## src/rtl/alu_mul_seq.sv

```systemverilog
// rtl/alu_mul_seq.sv - multi-cycle unsigned shift-and-add multiply sequencer driving the shared ALU
// Low WIDTH bits of op_a*op_b are produced by alternating ALU add and shift-left-1 steps.
module alu_mul_seq #(
  parameter int WIDTH = 32,
  parameter int CNT_W = 6
) (
  input  logic             clk_i,
  input  logic             rst_i,
  input  logic             start_i,
  input  logic [WIDTH-1:0] op_a_i,
  input  logic [WIDTH-1:0] op_b_i,
  output logic             busy_o,
  output logic             done_o,
  output logic [WIDTH-1:0] result_o,
  output logic             mul_ovf_o,
  output logic [WIDTH-1:0] alu_a_o,
  output logic [WIDTH-1:0] alu_b_o,
  output logic [2:0]       alu_sel_o,
  input  logic [WIDTH-1:0] alu_f_i,
  input  logic             alu_ovf_i
);

  typedef enum logic [1:0] {
    S_IDLE,
    S_ADD,
    S_SHL,
    S_DONE
  } state_t;

  localparam logic [2:0]       SEL_ADD  = 3'b000;
  localparam logic [2:0]       SEL_SHL  = 3'b101;
  localparam logic [CNT_W-1:0] CNT_LAST = CNT_W'(WIDTH);

  state_t             state_q;
  logic [WIDTH-1:0]   m_q;
  logic [WIDTH-1:0]   q_q;
  logic [WIDTH-1:0]   acc_q;
  logic [CNT_W-1:0]   cnt_q;
  logic               ovf_q;
  logic               busy_q;
  logic               done_q;
  logic [WIDTH-1:0]   result_q;
  logic               mul_ovf_q;

  logic [WIDTH-1:0]   q_d;
  logic [CNT_W-1:0]   cnt_d;
  logic               shl_ovf_d;
  logic               last_d;

  // A set multiplicand MSB is lost on the shift only if more multiplier bits remain to use it.
  always_comb begin
    q_d       = q_q >> 1;
    cnt_d     = cnt_q + 1'b1;
    shl_ovf_d = m_q[WIDTH-1] & (|q_d);
    last_d    = (q_d == '0) || (cnt_d == CNT_LAST);
  end

  // ALU is purely combinational: operands are decoded from state and captured in the same cycle.
  always_comb begin
    alu_a_o   = '0;
    alu_b_o   = '0;
    alu_sel_o = SEL_ADD;
    case (state_q)
      S_ADD: begin
        alu_a_o = acc_q;
        alu_b_o = m_q;
      end
      S_SHL: begin
        alu_a_o   = m_q;
        alu_sel_o = SEL_SHL;
      end
      default: ;
    endcase
  end

  always_ff @(posedge clk_i) begin
    if (rst_i) begin
      state_q   <= S_IDLE;
      m_q       <= '0;
      q_q       <= '0;
      acc_q     <= '0;
      cnt_q     <= '0;
      ovf_q     <= 1'b0;
      busy_q    <= 1'b0;
      done_q    <= 1'b0;
      result_q  <= '0;
      mul_ovf_q <= 1'b0;
    end else begin
      done_q <= 1'b0;
      case (state_q)
        S_IDLE: begin
          if (start_i) begin
            m_q    <= op_a_i;
            q_q    <= op_b_i;
            acc_q  <= '0;
            cnt_q  <= '0;
            ovf_q  <= 1'b0;
            busy_q <= 1'b1;
            if (op_b_i == '0) begin
              state_q   <= S_DONE;
              done_q    <= 1'b1;
              result_q  <= '0;
              mul_ovf_q <= 1'b0;
            end else begin
              state_q <= S_ADD;
            end
          end
        end
        S_ADD: begin
          if (q_q[0]) begin
            acc_q <= alu_f_i;
            ovf_q <= ovf_q | alu_ovf_i;
          end
          state_q <= S_SHL;
        end
        S_SHL: begin
          m_q   <= alu_f_i;
          q_q   <= q_d;
          cnt_q <= cnt_d;
          ovf_q <= ovf_q | shl_ovf_d;
          if (last_d) begin
            state_q   <= S_DONE;
            done_q    <= 1'b1;
            result_q  <= acc_q;
            mul_ovf_q <= ovf_q | shl_ovf_d;
          end else begin
            state_q <= S_ADD;
          end
        end
        S_DONE: begin
          busy_q  <= 1'b0;
          state_q <= S_IDLE;
        end
        default: begin
          busy_q  <= 1'b0;
          state_q <= S_IDLE;
        end
      endcase
    end
  end

  assign busy_o    = busy_q;
  assign done_o    = done_q;
  assign result_o  = result_q;
  assign mul_ovf_o = mul_ovf_q;

endmodule

```

## config.mk

```make
export PLATFORM = sky130hd
export DESIGN_NAME = alu_mul_seq
export DESIGN_NICKNAME = d
export VERILOG_FILES = /design/src/rtl/alu_mul_seq.sv
export SDC_FILE = /design/constraint.sdc
export NUM_CORES = 1
export LEC_CHECK = 0
export CAP_MARGIN = 25
export CORE_MARGIN = 2
export CORE_UTILIZATION = 48
export DETAILED_ROUTE_END_ITERATION = 8
export MAX_ROUTING_LAYER = met4
export PLACE_DENSITY = 0.85
export SYNTH_ARGS = -nofsm -noshare
export SYNTH_HDL_FRONTEND = slang
export SYNTH_SLANG_ARGS = --single-unit
```

## constraint.sdc

```tcl
create_clock -name clk_i -period 2.62 [get_ports clk_i]
set_clock_uncertainty 0.1 [all_clocks]
set_input_delay 0.262 -clock clk_i [delete_from_list [all_inputs] [get_ports clk_i]]
set_output_delay 0.262 -clock clk_i [all_outputs]
set_load 0.02 [all_outputs]
```

# ---- Word-level counts from Yosys, hierarchy flattened
# Index checks and enable logic that the tools add are counted.
dict set report word_totals {
  output_inout_bits 102
  word_cells 69
  regBits 140
  in_bits 100
}
dict set report classes {
  eq_ne 8
  mux 33
  add_sub_neg 1
  bitwise_logic 3
  n_reduce_logical 14
}
# cell count
set op_table {}
lappend op_table {{one-hot mux 32 bit (2 select lines)} 5}
lappend op_table {{2-to-1 mux 32 bit} 8}
lappend op_table {{zero test 32 bit} 2}
lappend op_table {{OR reduction 31 bit} 1}
lappend op_table {{one-hot mux 6 bit (2 select lines)} 1}
lappend op_table {{2-to-1 mux 1 bit} 9}
lappend op_table {{!= test 2 bit, second input constant} 4}
lappend op_table {{one-hot mux 2 bit (4 select lines)} 1}
lappend op_table {{adder 6 x 1 -> 6 bit, second input constant} 1}
lappend op_table {{equality test 6 bit, second input constant} 1}
lappend op_table {{2-to-1 mux 2 bit} 3}
lappend op_table {{2-to-1 mux 6 bit} 1}
lappend op_table {{one-hot mux 1 bit (2 select lines)} 3}
lappend op_table {{AND reduction 3 bit} 2}
lappend op_table {{nonzero test 2 bit} 3}
lappend op_table {{equality test 2 bit, second input constant} 2}
lappend op_table {{AND reduction 2 bit} 2}
lappend op_table {{AND reduction 4 bit} 1}
lappend op_table {{2-to-1 mux 3 bit} 1}
lappend op_table {{one-hot mux 1 bit (3 select lines)} 1}
lappend op_table {{nonzero test 3 bit} 1}
lappend op_table {{equality test 2 x 1 -> 1 bit, second input constant} 1}
lappend op_table {{zero test 2 bit} 1}
lappend op_table {{bitwise OR 1 bit} 2}
lappend op_table {{other kinds (2)} 2}

# ---- Logic depth before layout (Yosys ltp)
# Gate-level depths: netlist (run 1).
dict set report logic_depth {
  depth_word 5
  ltp_mapped 9
  ltp_nobuf 7
}

# ---- Worst setup path after synthesis (run 1)
# OpenSTA, ideal clock, no wires.
dict set report synth_path {
  path_type {reg2out}
  start {register state_q[0]}
  end {output port alu_a_o[24]}
  slack_ps 415
  stages_incl_launch_ff 8
  n_path_buf 3
  arrival_time_ps 1843
  path_cell_list {dfxtp_1 inv_1 ha_1 buf_2 buf_8 clkbuf_1 a22oi_1 nor2b_1}
}
dict set report synth_between {
  elab_chain_cells 2
}
# element line
set synth_rtl {}
lappend synth_rtl {{start: declaration} 34} ;# state_t state_q;
lappend synth_rtl {{start signal: assignment} 78} ;# state_q <= S_IDLE;
lappend synth_rtl {{start signal: assignment} 100} ;# state_q <= S_DONE;
lappend synth_rtl {{start signal: assignment} 105} ;# state_q <= S_ADD;
lappend synth_rtl {{equality test 2 bit / equality test 2 x 1 -> 1 bit (equally long branches)} 63} ;# case (state_q)
lappend synth_rtl {{one-hot mux 32 bit (2 select lines) (*)} 63}
lappend synth_rtl {{end: declaration} 16} ;# output logic [WIDTH-1:0] alu_a_o,
# Every way passes the cells marked *; elsewhere a longest branch is shown, timed or not.

# ---- Worst setup path in the final report (run 1)
dict set report layout_path {
  start {register state_q[0]}
  end {output port alu_a_o[10]}
}
# The elaborated chain is that of the path after synthesis.

==> reports/qor_table.md, run 1 <==
| Step | Metric | Value |
|:---|:---|:---|
| status | Status | finished clean |
| sta | Post-layout min period | 2470 ps |
| floorplanning | Initial Util | 49.0% |
| layout | Sequential cell area | 2800 um^2 |
| layout | Fraction of layout instances using a drive strength above 1 | 8.84% |
| clock network | Cts bufs inserted | 17 |
| power | Switching fraction of total power | 32.9% |
| layout | FILL cells | 1115 |
| power | Total power per unit cell area | 778 nW/um^2 |
| power | Internal power | 0.00502 W |
| clock network | Clock transition time at the flip-flop clock pins of the worst setup and hold paths | 60 ps |
| detailed routing | Number of nets with antenna violations after routing | 0 |
| grt | Gr busiest metal | met2 |
| placement | Hpwl dp | 14000 um |
| layout | Antenna diode instance count | 0 |
| flow run | Max Cap Violations | 0 |
| synthesis | Cell type with the highest aggregate area in the netlist | dfxtp_1 |
| synthesis | Part of the Yosys area used for sequential elements | 41.4% |
| clock network | Skew-Pair Late Insertion Delay | 420 ps |
| sta | Max Clock Freq | 0.405 GHz |
| clock network | CTS tree | built |
| sta | Setup repair after global routing missed its margin | no |
| layout | Area of the multi-input gates | 3550 um^2 |
| grt | Global routing usage summed across all routing layers | 28.7% |
| floorplanning | Core Box Area | 13800 um^2 |
| grt | Global-route met1 utilization | 36.1% |
| grt | Number of antenna violations at the first check in global routing | 0 |
| grt | Maximum number of pins on one net before global-route repair | 81 |
| floorplanning | Chip Height | 123 um |
| clock network | Cell at the root of the clock tree | clkbuf_16 |
| grt | Global-route wire length before repair | 32800 um |
| synthesis | Post-synthesis net count | 873 |
| grt | Grt met3 use | 6.23% |
| detailed routing | Overall routed net length | 20900 um |
| critical path | Sort of element at the start of the critical path | flop |
| sta | Endpoints failing hold | 0 |
| floorplanning | Number of placement rows | 43 |
| clock network | Sinks on Clock Net | 140 |
| floorplanning | Floorplan die area | 15100 um^2 |
| power | Proportion of power drawn by the clock network | 33.7% |
| critical path | Critical path type | flop to output port |
| power | Static power due to leakage | 3.45 nW |
| critical path | Arrival time of the worst setup path | 2110 ps |
| synthesis | Number of distinct library cells after synthesis | 46 |
| synthesis | Cell count after synthesis | 768 |
| grt | Met2 capacity usage during global routing | 45.1% |
| layout | Layout Area Growth over Synthesis | 41.9% |
| synthesis | Primary flip-flop cell chosen by synthesis mapping | dfxtp_1 |
| sta | Crit share post-route | 94.3% |
| power | Combinational share of power | 31.4% |
| floorplanning | Boundary pin count | 202 |
| grt | Leftover overflow at the end of global routing | 0 |
| power | Switching power | 0.00246 W |
| detailed routing | Post-DR wirelength/cell | 18.3 um |
| synthesis | Flip-flop and latch count after synthesis | 140 |
| synthesis | Total number of yosys warnings | 0 |
| synthesis | Post-synthesis async set-or-reset flop share | 0% |
| sta | Total count of max-transition violations in the final report | 0 |
| synthesis | Yosys top cell area share | 41.4% |
| critical path | Kind of end point of the critical path | output port |
| detailed routing | Total number of vias | 6623 |
| detailed routing | First-pass iteration count of the detailed router | 5 |
| power | Peak supply drop | 589 uV |
| power | Relative contribution of sequential cells to total power | 34.9% |
| sta | Setup tns final | 0 ps |
| synthesis | Per-instance average area after synthesis | 8.82 um^2 |
| critical path | Required time reported for the critical path endpoint | 2260 ps |
| grt | Vias in the first global route | 6206 |
| critical path | Highest fanout seen on the critical path | 27 |
| sta | Relative max-transition margin | 55.7% |
| clock network | Htree depth | 4 |
| synthesis | Top cells by area in the synthesized netlist | dfxtp_1, mux2i_1, a22oi_1, a211oi_1, nor2_1 |
| placement | Pre-CTS setup slack | 35.4 ps |
| detailed routing | Number of DRC violations after detailed-routing iteration 0 | 547 |
| sta | Number of setup violations in the final report | 0 |
| sta | Final worst slack | 150 ps |
| detailed routing | Detailed-route vias per instance | 5.80 |
| layout | Final net count | 1054 |
| placement | Routability-driven placement congestion ratio | 0.891 |
| detailed routing | DRC errors left | 0 |
| hold path | Min-delay worst type | input port to flop |
| synthesis | Synth Cell Area | 6770 um^2 |
| synthesis | Number of flops mapped to enable cells by yosys | 0 |
| floorplanning | Horizontal die dimension | 123 um |
| clock network | Number of buffers on the longest clock path | 2 |
| sta | Slew at the pin closest to its max-slew limit | 658 ps |
| placement | Buffers on Ports | 200 |
[critical path: stages (launching register included)]
cell	delay [ps]
dfxtp_1	400
inv_1	120
ha_1	360
buf_12	190
nor2b_1	240
dlygate4sd2_1	370
[what timing repair did]
action	in CTS	in global routing
resized for setup	28	5
endpoints found under the setup margin	31	4
buffers inserted	3	2
pin swaps	0	0
hold buffers	0	0
[area by class of cell]
| type | instances | area share, % |
|---|---|---|
| clock buffer | 21 | 5.00 |
| clock inverter | 11 | 1.44 |
| inverter | 4 | 0.156 |
| multi-input combinational | 545 | 36.9 |
| sequential | 140 | 29.2 |
| tap | 180 | 2.34 |
| timing repair buffer | 241 | 25.0 |
[worst paths after layout]
path	depth (start not counted)	start	end	slack (ps)
hold reg to reg	2	result_o[0]	result_o[0]	370
setup reg to reg	10	state_q[0]	q_q[21]	210
hold / removal	2	rst_i	q_q[31]	210
setup / recovery	5	state_q[0]	alu_a_o[10]	150
[sequential cells by signal, summed over array words and instances, names as in the netlist]
name	count
acc_q	32
m_q	32
q_q	32
result_o	32
cnt_q	6
state_q	2
busy_o	1
done_o	1
mul_ovf_o	1
ovf_q	1
[synth_stat cells, types with 13 or more instances]
master    count
a211oi_1     63
a21oi_1      43
a22oi_1      65
and2_1       32
clkbuf_1     46
dfxtp_1     140
mux2i_1      64
nand2_1      13
nand4_1      35
nor2_1      109
nor2b_1      31
nor4_1       15
o21ai_0      26
o21ai_1      13
[cell usage in the layout (no fill, tap or decap), drive strengths merged, types with 3 or more instances in the layout]
cell / Yosys / routed
clkdlybuf4s50: 0 / 167
dfxtp: 140 / 140
nor2: 109 / 109
a22oi: 65 / 65
mux2i: 64 / 64
a211oi: 63 / 63
a21oi: 43 / 43
buf: 21 / 42
o21ai: 39 / 39
nand4: 35 / 35
and2: 32 / 32
nor2b: 31 / 31
dlygate4sd2: 0 / 28
clkbuf: 56 / 21
nor4: 15 / 15
nand2: 13 / 13
clkinv: 0 / 5
inv: 4 / 5
ha: 5 / 5
nand3: 4 / 4
dlymetal6s2s: 0 / 4
nor3: 3 / 3
bufinv: 0 / 3
[stage by stage]
stage	total power, W	area [um^2]	hold slack [ps]	utilization [%]	std cells
after floorplan	0.00409	6770	324	-	768
after global placement	0.00490	8970	357	64.9	1105
after detailed placement	0.00496	8970	367	64.9	1105
after CTS	0.00747	9590	189	69.4	1140
after global routing	0.00783	9620	215	69.5	1142
final	0.00748	9620	208	69.5	1142
[per-layer routing]
layer	routed length, um	vias up
met2	9980	268
li1	-	3188
met4	518	0
met3	1530	38
met1	8850	3129
met5	0	-
[power groups by stage]
| stage | combinational, W | sequential [W] | clock [W] |
|---|---|---|---|
| final | 0.00235 | 0.00261 | 0.00252 |
| after CTS | 0.00234 | 0.00260 | 0.00253 |
| after floorplan | 0.00150 | 0.00259 | 0 |
| after global placement | 0.00227 | 0.00264 | 0 |
| after global routing | 0.00254 | 0.00265 | 0.00264 |
| after detailed placement | 0.00231 | 0.00265 | 0 |
[kinds of logic (layout without fill, tap and decap cells)]
| family | Yosys count | count (layout) | share of synthesized area, % |
|---|---|---|---|
| mux | 65 | 65 | 9.68 |
| buf+inv | 83 | 277 | 6.67 |
| simple gates | 252 | 252 | 18.9 |
| other cells | 1 | 1 | 0.0554 |
| fa+ha+maj | 5 | 5 | 0.924 |
| compound gates | 222 | 222 | 22.4 |
| flops | 140 | 140 | 41.4 |
(Power assumes the default switching activity.)
==> run 2: changes to the inputs <==
- SKIP_CTS_REPAIR_TIMING: default -> 1
==> run 2 against run 1 <==
  * Sequential power is essentially flat
  * Critical path type unchanged
  * Sequential share of layout area shrank 0.29 points
  * Fmax grew 0.57%
  * Largest cell class unchanged
  * Flip-flop and latch count is the same
  * Highest routed layer unchanged
  * Clock power is essentially flat
==> reports/qor_table.md, run 2 (same netlist as run 1, synthesis figures left out) <==
| Step | Metric | Value | Change |
|:---|:---|:---|:---|
| grt | Grt met3 use | 5.95% | -0.28 points |
| critical path | Largest stage delay, worst path | 640 ps | +240 ps |
| clock network | CTS tree | built |  |
| layout | Fraction of layout instances using a drive strength above 1 | 8.74% | -0.095 points |
| critical path | Path depth of the worst reg2reg path | 9 | -1 |
| grt | Global routing usage summed across all routing layers | 28.5% | -0.21 points |
| floorplanning | Core Box Area | 13800 um^2 | unchanged |
| layout | Final net count | 1053 | -0.095% |
| layout | Sequential cell area | 2800 um^2 | unchanged |
| placement | Buffers on Ports | 200 | unchanged |
| placement | Pre-CTS setup slack | 35.4 ps | unchanged |
| clock network | Cts bufs inserted | 17 | unchanged |
| sta | Final worst slack | 164 ps | +14.1 ps |
| sta | Crit share post-route | 93.7% | -0.54 points |
| layout | Most frequent standard cell in the layout excluding fill and tap cells | clkdlybuf4s50_1 |  |
| critical path | Arrival time of the worst setup path | 2090 ps | -20 ps |
| layout | Area of the multi-input gates | 3550 um^2 | unchanged |
| sta | Slew at the pin closest to its max-slew limit | 655 ps | -3.53 ps |
| detailed routing | Detailed-route vias per instance | 5.79 | -0.15% |
| placement | Placed instance count | 1105 | unchanged |
| placement | Hpwl dp | 14000 um | unchanged |
| critical path | Worst setup path end | alu_b_o[19] |  |
| critical path | Crit path launch | state_q[0] |  |
| floorplanning | Floorplan die area | 15100 um^2 | unchanged |
| floorplanning | Chip Height | 123 um | unchanged |
| detailed routing | DRC errors left | 0 | unchanged |
| critical path | Worst r2r dst | q_q[21] |  |
| layout | FILL cells | 1081 | -3.0% |
| clock network | Htree depth | 4 | unchanged |
| layout | Non-filler cells, final | 1141 | -0.088% |
| sta | Endpoints failing hold | 0 | unchanged |
| critical path | Slowest-stage cell, CP | clkdlybuf4s50_1 |  |
| critical path | Largest delay share family, worst path | buffers and inverters |  |
| sta | WHS | 209 ps | +1.17 ps |
| detailed routing | First-pass iteration count of the detailed router | 6 | +1 |
| sta | Setup repair after global routing missed its margin | no |  |
| floorplanning | Horizontal die dimension | 123 um | unchanged |
| sta | Number of setup violations in the final report | 0 | unchanged |
| power | Peak supply drop | 580 uV | -1.6% |
| clock network | Number of buffers on the longest clock path | 2 | unchanged |
| critical path | Register-to-register path setup slack | 250 ps | +40 ps |
| detailed routing | Total number of vias | 6607 | -0.24% |
| power | Static power due to leakage | 3.83 nW | +11% |
| clock network | Sinks on Clock Net | 140 | unchanged |
| critical path | CP Depth | 4 | -1 |
| placement | Routability-driven placement congestion ratio | 0.891 | unchanged |
| critical path | Sequence of cells on the critical path | ha_2, buf_12, and2_1, clkdlybuf4s50_1 |  |
| critical path | Required time reported for the critical path endpoint | 2260 ps | about the same |
| detailed routing | Overall routed net length | 21000 um | +0.64% |
| layout | Layout Area Growth over Synthesis | 43.4% |  |
| critical path | Kind of end point of the critical path | output port |  |
| status | Status | finished clean |  |
| critical path | Highest fanout seen on the critical path | 50 | +85% |
| detailed routing | Number of nets with antenna violations after routing | 0 | unchanged |
| grt | Global-route wire length before repair | 32700 um | -0.55% |
| hold path | Start point of the worst min-delay path | rst_i |  |
| critical path | Count of buffer and inverter cells on the critical path | 2 | -1 |
| grt | Maximum number of pins on one net before global-route repair | 81 | unchanged |
| power | Total power per unit cell area | 772 nW/um^2 | -0.88% |
| layout | Antenna diode instance count | 0 | unchanged |
| clock network | Skew-Pair Late Insertion Delay | 430 ps | about the same |
| floorplanning | Boundary pin count | 202 | unchanged |
| grt | Gr busiest metal | met2 |  |
| hold path | Min-delay worst type | input port to flop |  |
| sta | Post-layout min period | 2460 ps | -14.1 ps |
| grt | Vias in the first global route | 6166 | -0.64% |
| grt | Number of antenna violations at the first check in global routing | 0 | unchanged |
| critical path | Launch instance of the worst register-to-register path | state_q[0] |  |
| layout | Most used cells in the layout excluding fill and tap cells | clkdlybuf4s50_1, dfxtp_1, nor2_1, a22oi_1, mux2i_1 |  |
| detailed routing | Post-DR wirelength/cell | 18.4 um | +0.73% |
| floorplanning | Initial Util | 49.0% | unchanged |
| sta | Max Clock Freq | 0.407 GHz | +0.57% |
| floorplanning | Number of placement rows | 43 | unchanged |
| clock network | Clock transition time at the flip-flop clock pins of the worst setup and hold paths | 60 ps | about the same |
| grt | Met2 capacity usage during global routing | 45.3% | +0.17 points |
| sta | Total count of max-transition violations in the final report | 0 | unchanged |
| sta | Setup tns final | 0 ps | unchanged |
| clock network | Cell at the root of the clock tree | clkbuf_16 |  |
| flow run | Max Cap Violations | 0 | unchanged |
| critical path | Sort of element at the start of the critical path | flop |  |
| critical path | Critical path type | flop to output port |  |
| grt | Global-route met1 utilization | 35.9% | -0.20 points |
| sta | Relative max-transition margin | 55.9% | +0.24 points |
| grt | Leftover overflow at the end of global routing | 0 | unchanged |
| detailed routing | Number of DRC violations after detailed-routing iteration 0 | 584 | +6.8% |
==> run 2: cell types whose count changed in the layout (fill, tap and decap cells not counted) <==
cell and delta:
buf_4 -1, dlymetal6s2s_1 +28, dlygate4sd2_1 -28
==> run 2: through the flow <==
step	util, %	total power [W]	area (um^2)
6_report	70.2	0.00749	9710
5_1_grt	70.2	0.00783	9710
4_1_cts	69.4	0.00745	9590
3_5_place_dp	64.9	0.00496	8970
3_3_place_gp	64.9	0.00490	8970
2_1_floorplan	-	0.00409	6770
==> run 2: layout make-up <==
cell class	count	share of cell area, %
well taps	180	2.32
flip-flops and latches	140	28.9
clock inverters	11	1.43
repair buffers	240	25.7
multi-input cells	545	36.5
inverters	4	0.155
clock buffers	21	4.95
==> run 2: worst min path at each step <==
| stage | endpoint | slack (ps) | cells past startpoint |
|---|---|---|---|
| after floorplan | acc_q[31] | 320 | 2 |
| after global placement | result_o[20] | 360 | 2 |
| after detailed placement | result_o[18] | 370 | 2 |
| after CTS | cnt_q[1] | 190 | 2 |
| after global routing | cnt_q[1] | 220 | 2 |
| final | cnt_q[0] | 210 | 2 |
==> run 2: metal layers <==
layer / part of all wire, % / up-vias
met3: 6.8 / 38
li1: - / 3185
met1: 43 / 3139
met2: 48 / 245
met5: 0 / -
met4: 2.4 / 0
==> run 2: power breakdown <==
part	leakage (nW)	total [W]	switching [W]	internal [W]
sequential	1.14	0.00261	0.000211	0.00240
combinational	2.38	0.00236	0.00133	0.00103
clock	0.305	0.00252	0.000931	0.00159
==> run 2: worst register-to-register path, cell delays in order (launching register included) <==
cell and delay, ps:
dfxtp_1 350, inv_1 120, ha_4 290, buf_8 210
buf_4 160, inv_1 120, o21ai_4 240, buf_12 310
nor2_1 110, a211oi_1 250
